[config.mk]
export PLATFORM = sky130hd
export DESIGN_NAME = pe_seq
export DESIGN_NICKNAME = d
export VERILOG_FILES = /design/src/rtl/pe_seq_pkg.sv /design/src/rtl/pe_seq_cnt.sv /design/src/rtl/pe_seq.sv
export SDC_FILE = /design/constraint.sdc
export NUM_CORES = 1
export LEC_CHECK = 0
export CAP_MARGIN = 20
export CORE_ASPECT_RATIO = 0.9
export CORE_MARGIN = 5
export CORE_UTILIZATION = 50
export DETAILED_ROUTE_END_ITERATION = 7
export PLACE_DENSITY = 0.69
export SLEW_MARGIN = 15
export SYNTH_ARGS = -nofsm -noshare
export SYNTH_HDL_FRONTEND = slang
export SYNTH_SLANG_ARGS = --single-unit
export TNS_END_PERCENT = 30
[constraint.sdc]
create_clock -name clk_cal -period 6.31 [get_ports clk_cal]
set_input_delay 1.262 -clock clk_cal [delete_from_list [all_inputs] [get_ports clk_cal]]
set_output_delay 1.262 -clock clk_cal [all_outputs]
set_load 0.005 [all_outputs]
[src/rtl/pe_seq_pkg.sv]
// Shared definitions for the PE sequencer.
//   CYC_W_DEFAULT : default width of the cycle counts and cycle counters
//   state_t       : sequencer FSM state encoding (binary)
package pe_seq_pkg;

   localparam int unsigned CYC_W_DEFAULT = 11;

   typedef enum logic [1:0] {
      ST_IDLE = 2'd0,
      ST_CAL  = 2'd1,
      ST_PASS = 2'd2,
      ST_END  = 2'd3
   } state_t;

endpackage

[src/rtl/pe_seq_cnt.sv]
// Loadable down-counter with enable and terminal-count flag.
// The counter is loaded with (count - 1). It then steps down once per
// enabled cycle and stops at zero, so a count of 2^W-1 never wraps.
//   clk      in   clock, rising edge
//   rst_n    in   asynchronous active-low reset
//   load     in   load load_val (has priority over en)
//   load_val in   W   value to load
//   en       in   decrement by one, unless already at zero
//   cnt      out  W   current counter value
//   tc       out  terminal count: cnt is zero
module pe_seq_cnt #(
   parameter int unsigned W = 11
) (
   input  logic         clk,
   input  logic         rst_n,
   input  logic         load,
   input  logic [W-1:0] load_val,
   input  logic         en,
   output logic [W-1:0] cnt,
   output logic         tc
);

   logic [W-1:0] cnt_reg;

   always_ff @(posedge clk or negedge rst_n) begin
      if (!rst_n) begin
         cnt_reg <= '0;
      end else if (load) begin
         cnt_reg <= load_val;
      end else if (en && (cnt_reg != '0)) begin
         cnt_reg <= cnt_reg - W'(1);
      end
   end

   assign cnt = cnt_reg;
   assign tc  = (cnt_reg == '0);

endmodule

[src/rtl/pe_seq.sv]
// PE tile sequencer. On rd_done it latches the accumulate and drain cycle
// counts, then walks IDLE -> CAL -> PASS -> END, generating the PE control
// strobes. pe_stall freezes CAL/PASS sequencing.
// Every output is a flop. The strobes for the cycle after an edge are
// decoded from the state before that edge and the inputs sampled at it, so
// an input never reaches an output without passing through a register.
//   clk_cal     in   clock, rising edge
//   rst_cal_n   in   asynchronous active-low reset
//   rd_done     in   operand read done: start a tile (sampled in IDLE only)
//   cal_cycle   in   CYC_W  accumulate cycle count, sampled on rd_done
//   pass_cycle  in   CYC_W  drain beat count, sampled on rd_done
//   pe_stall    in   hold sequencing while high (CAL/PASS)
//   acc_en      out  accumulator enable
//   acc_clr     out  first accumulate cycle: load instead of add
//   pass_en     out  result shift-out enable
//   Data_I_vld  out  result write to the in/out buffer (same as pass_en)
//   pass_idx    out  CYC_W  index of the current drain beat
//   pe_end      out  one-cycle tile-complete pulse
//   busy        out  sequencer is not idle
//   ovr_err     out  sticky: rd_done arrived while busy
module pe_seq
   import pe_seq_pkg::*;
#(
   parameter int unsigned CYC_W = CYC_W_DEFAULT
) (
   input  logic             clk_cal,
   input  logic             rst_cal_n,
   input  logic             rd_done,
   input  logic [CYC_W-1:0] cal_cycle,
   input  logic [CYC_W-1:0] pass_cycle,
   input  logic             pe_stall,
   output logic             acc_en,
   output logic             acc_clr,
   output logic             pass_en,
   output logic             Data_I_vld,
   output logic [CYC_W-1:0] pass_idx,
   output logic             pe_end,
   output logic             busy,
   output logic             ovr_err
);

   state_t state_reg, state_next;

   logic [CYC_W-1:0] cal_lat_reg;
   logic [CYC_W-1:0] pass_lat_reg;
   logic [CYC_W-1:0] cal_last;
   logic [CYC_W-1:0] pass_last;

   logic start;
   logic cal_beat;
   logic pass_beat;

   // Index 0: accumulate counter, index 1: drain counter.
   logic [1:0][CYC_W-1:0] cnt_ld_val;
   logic [1:0][CYC_W-1:0] cnt_q;
   logic [1:0]            cnt_en;
   logic [1:0]            cnt_tc;

   logic             acc_en_reg;
   logic             acc_clr_reg;
   logic             pass_en_reg;
   logic [CYC_W-1:0] pass_idx_reg;
   logic             pe_end_reg;
   logic             busy_reg;
   logic             ovr_err_reg;

   assign start     = (state_reg == ST_IDLE) && rd_done;
   assign cal_beat  = (state_reg == ST_CAL)  && !pe_stall;
   assign pass_beat = (state_reg == ST_PASS) && !pe_stall;

   assign cal_last  = cal_lat_reg  - CYC_W'(1);
   assign pass_last = pass_lat_reg - CYC_W'(1);

   // A zero count loads all-ones here, but that counter is never run:
   // the FSM skips the corresponding state.
   assign cnt_ld_val[0] = cal_cycle  - CYC_W'(1);
   assign cnt_ld_val[1] = pass_cycle - CYC_W'(1);
   assign cnt_en        = {pass_beat, cal_beat};

   genvar gi;
   generate
      for (gi = 0; gi < 2; gi++) begin : g_cnt
         pe_seq_cnt #(
            .W (CYC_W)
         ) u_cnt (
            .clk      (clk_cal),
            .rst_n    (rst_cal_n),
            .load     (start),
            .load_val (cnt_ld_val[gi]),
            .en       (cnt_en[gi]),
            .cnt      (cnt_q[gi]),
            .tc       (cnt_tc[gi])
         );
      end
   endgenerate

   always_ff @(posedge clk_cal or negedge rst_cal_n) begin
      if (!rst_cal_n) begin
         cal_lat_reg  <= '0;
         pass_lat_reg <= '0;
      end else if (start) begin
         cal_lat_reg  <= cal_cycle;
         pass_lat_reg <= pass_cycle;
      end
   end

   always_ff @(posedge clk_cal or negedge rst_cal_n) begin
      if (!rst_cal_n) begin
         state_reg <= ST_IDLE;
      end else begin
         state_reg <= state_next;
      end
   end

   always_comb begin
      state_next = state_reg;
      case (state_reg)
         ST_IDLE: begin
            if (rd_done) begin
               if (cal_cycle != '0) begin
                  state_next = ST_CAL;
               end else if (pass_cycle != '0) begin
                  state_next = ST_PASS;
               end else begin
                  state_next = ST_END;
               end
            end
         end
         ST_CAL: begin
            if (cal_beat && cnt_tc[0]) begin
               state_next = (pass_lat_reg != '0) ? ST_PASS : ST_END;
            end
         end
         ST_PASS: begin
            if (pass_beat && cnt_tc[1]) begin
               state_next = ST_END;
            end
         end
         ST_END: begin
            state_next = ST_IDLE;
         end
         default: begin
            state_next = ST_IDLE;
         end
      endcase
   end

   // Registered strobes. acc_clr marks the first accumulate cycle (counter
   // still at its loaded value), so it stays up while that cycle is stalled.
   always_ff @(posedge clk_cal or negedge rst_cal_n) begin
      if (!rst_cal_n) begin
         acc_en_reg   <= 1'b0;
         acc_clr_reg  <= 1'b0;
         pass_en_reg  <= 1'b0;
         pass_idx_reg <= '0;
         pe_end_reg   <= 1'b0;
         busy_reg     <= 1'b0;
         ovr_err_reg  <= 1'b0;
      end else begin
         acc_en_reg  <= cal_beat;
         acc_clr_reg <= (state_reg == ST_CAL) && (cnt_q[0] == cal_last);
         pass_en_reg <= pass_beat;
         if (start) begin
            pass_idx_reg <= '0;
         end else if (pass_beat) begin
            pass_idx_reg <= pass_last - cnt_q[1];
         end
         pe_end_reg  <= (state_reg == ST_END);
         busy_reg    <= (state_reg != ST_IDLE);
         ovr_err_reg <= ovr_err_reg | (rd_done && (state_reg != ST_IDLE));
      end
   end

   assign acc_en     = acc_en_reg;
   assign acc_clr    = acc_clr_reg;
   assign pass_en    = pass_en_reg;
   assign Data_I_vld = pass_en_reg;
   assign pass_idx   = pass_idx_reg;
   assign pe_end     = pe_end_reg;
   assign busy       = busy_reg;
   assign ovr_err    = ovr_err_reg;

endmodule

==> flow_metrics.env <==
export IMPL_status="finished clean"
export IMPL_gp_congestion=0.948
export IMPL_fin_worst_skew_ns=0.00937
export IMPL_final_nets=566
export IMPL_leakagePower_nw=2.07
export IMPL_startpoint_type="input port"
export IMPL_clock_path_buffers=2
export IMPL_post_cts_setup_buffers=0
export IMPL_pwr_share_comb_pct=52.4
export IMPL_portBuffers=43
export IMPL_drtPass1Iterations=5
export IMPL_ir_drop_v=0.000226
export IMPL_cts_resized=0
export IMPL_seqPwrFrac_pct=33.1
export IMPL_antenna_cells=0
export IMPL_grt_max_degree=64
export IMPL_start_util_pct=50.6
export IMPL_io_pins=44
export IMPL_totalNegativeSetupSlack_ns=0
export IMPL_required_ns=6.58
export IMPL_cts_clk_slew_worst_paths_ns=0.07
export IMPL_syn_to_final_growth_pct=15.8
export IMPL_maxSlewViolCount=0
export IMPL_htree_levels=3
export IMPL_ys_warn_count=0
export IMPL_path_cells="clkdlybuf4s50_1, nand2_1, a21boi_0, ha_1, o211ai_1, or4_4, or4_1, o211ai_2"
export IMPL_clock_fmax_ghz=0.219
export IMPL_cp_slowest_cell="clkdlybuf4s50_1"
export IMPL_track_usage_pct=21.9
export IMPL_route_vias_total=3818
export IMPL_hold_viol_final=0
export IMPL_crit_type="input port to flip-flop"
export IMPL_grt_pass1_vias=3637
export IMPL_design_area_sq_um=4970
export IMPL_drive_gt1_share_pct=6.48
export IMPL_setup_viol=0
export IMPL_largest_reg_flops=22
export IMPL_syn_inst=491
export IMPL_overflow=0
export IMPL_antenna_found_initial=0
export IMPL_die_h_microns=97.9
export IMPL_ys_types=65
export IMPL_cts_hold_buf=0
export IMPL_cp_end_kind="flip-flop"
export IMPL_p_sw_mw=1.12
export IMPL_cts_sinks=63
export IMPL_cts_tree="done"
export IMPL_p_int_mw=1.36
export IMPL_netSwitchingFraction_pct=45.0
export IMPL_coreArea_sq_um=8490
export IMPL_hp_class="flip-flop to flip-flop"
export IMPL_synth_seq_cells=63
export IMPL_grt_pass1_wl_microns=18400
export IMPL_post_dp_cell_area_sq_um=4780
export IMPL_rows=32
export IMPL_powerDensity_nw_per_um2=498
export IMPL_ant_nets=0
export IMPL_worst_pin_slew_ns=0.820
export IMPL_critPathMaxStageDelay_ns=0.99
export IMPL_syn_nets=536
export IMPL_numCtsBuffers=9
export IMPL_cts_root_buffer="clkbuf_8"
export IMPL_first_iter_violations=377
export IMPL_synthesis_area_sq_um=4300
export IMPL_synthTopCellsByArea="dfrtp_1 37%, nand2_1 7.3%, xnor2_1 6.7%"
export IMPL_ys_seq_area_share_pct=36.7
export IMPL_async_reset_ff_share_pct=100
export IMPL_syn_area_per_cell_sq_um=8.75
export IMPL_synth_edf_count=0
export IMPL_worstPathArrival_ns=4.84
export IMPL_crit_fanout=21
export IMPL_yosysTopAreaCell="dfrtp_1"
export IMPL_maxCapViolations=0
export IMPL_drc_errors=0
export IMPL_period_share_pct=72.5
export IMPL_die_area_sq_um=10500
export IMPL_synth_top_area_share_pct=36.7
export IMPL_clk_latency_ns=0.34
export IMPL_dp_hpwl_microns=8070
export IMPL_grt_setup_unrepaired="false"
export IMPL_fin_crit_ns=4.57
export IMPL_wl_per_cell_microns=17.3
export IMPL_synth_flop_cell="dfrtp_1"
export IMPL_slew_headroom_pct=45.3
export IMPL_p_clk_share_pct=14.5
export IMPL_drt_wl_total_microns=11100
export IMPL_fp_dieW_microns=108
export IMPL_vias_per_cell=5.93
-- cell type report --
type                            instances  area, sq um
Fill cell                             784         3510
Multi-Input combinational cell        380         2520
Sequential cell                        63         1580
Timing Repair Buffer                   46          448
Clock buffer                           12          155
Tap cell                              119          149
Inverter                               21         78.8
Clock inverter                          3         42.5
-- power by group through the flow --
| stage | Combinational, mW | Sequential, mW | Clock [mW] |
|---|---|---|---|
| global placement | 1.25 | 0.816 | 0 |
| detailed placement | 1.28 | 0.819 | 0 |
| finish | 1.30 | 0.819 | 0.359 |
| global route | 1.45 | 0.845 | 0.386 |
| CTS | 1.29 | 0.813 | 0.368 |
| floorplan | 1.00 | 0.731 | 0 |
-- cell families after synthesis --
| group | Yosys count | synth area share [%] |
|---|---|---|
| mux | 17 | 4.05 |
| xor+xnor | 47 | 9.58 |
| fa+ha+maj | 19 | 5.71 |
| flops | 63 | 36.7 |
| simple gates | 201 | 23.9 |
| buf+inv | 48 | 4.57 |
| compound gates | 96 | 15.5 |
-- path summary, 6_finish.rpt --
check / from / to / slack, ns / cells after the start
min in group asynchronous: rst_cal_n / g_cnt[0].u_cnt.cnt[7]$_DFFE_PN0P_ / 1.08 / 2
worst min-delay path: ovr_err$_DFF_PN0_ / ovr_err$_DFF_PN0_ / 0.49 / 1
worst min register to register: ovr_err$_DFF_PN0_ / ovr_err$_DFF_PN0_ / 0.49 / 1
worst max register to register: state_reg[0]$_DFFE_PN0P_ / g_cnt[0].u_cnt.cnt[8]$_DFFE_PN0P_ / 2.48 / 9
max in group asynchronous: rst_cal_n / cal_lat_reg[2]$_DFFE_PN0N_ / 4.68 / 2
worst max-delay path: rd_done / g_cnt[0].u_cnt.cnt[8]$_DFFE_PN0P_ / 1.74 / 8
-- Yosys cell counts, drive strengths merged, types with 4 or more instances --
library cell	number
nand2b	6
nand3	10
nand4	8
nor4	15
or3	4
a21oi	26
a211oi	8
o211ai	4
xnor2	33
ha	18
buf	7
mux2i	14
and3	4
o21ai	21
nor2	26
nor4b	4
nor3	18
inv	21
dfrtp	63
nand2	84
a21o	7
clkbuf	20
or4	6
xor2	14
-- stage by stage --
stage	hold slack (ns)	utilization (%)	setup slack, ns	power (mW)	std cells
2_1_floorplan	0.451	-	2.64	1.73	491
3_3_place_gp	0.475	56.3	1.61	2.07	629
3_5_place_dp	0.460	56.3	1.46	2.10	629
4_1_cts	0.487	58.6	1.79	2.47	644
5_1_grt	0.504	58.6	1.54	2.68	644
6_report	0.489	58.6	1.74	2.48	644
-- layer usage --
metal | GRT usage (%) | routed length, microns | vias to the layer above
met5 | 0 | 0 | -
met4 | 6.99 | 184 | 0
met3 | 5.49 | 847 | 16
met2 | 30.2 | 4670 | 149
met1 | 33.5 | 5430 | 1836
li1 | - | - | 1817
-- worst max-delay path, delay by kind of cell --
| kind | cells | cell delay [ns] |
|---|---|---|
| buf+inv | 1 | 0.99 |
| fa+ha+maj | 1 | 0.26 |
| compound gates | 3 | 0.68 |
| simple gates | 3 | 1.62 |
-- placed cells by master (no fill, tap or decap), types with 7 or more instances in the layout --
cell type	instances
a21o_1	7
a21oi_1	26
clkbuf_8	11
clkdlybuf4s50_1	42
dfrtp_1	63
ha_1	18
inv_1	21
mux2i_1	14
nand2_1	84
nand3_1	10
nand4_1	8
nor2_1	26
nor3_1	18
nor4_1	14
o21ai_0	21
xnor2_1	33
xor2_1	14
(Power assumes the default switching activity.)
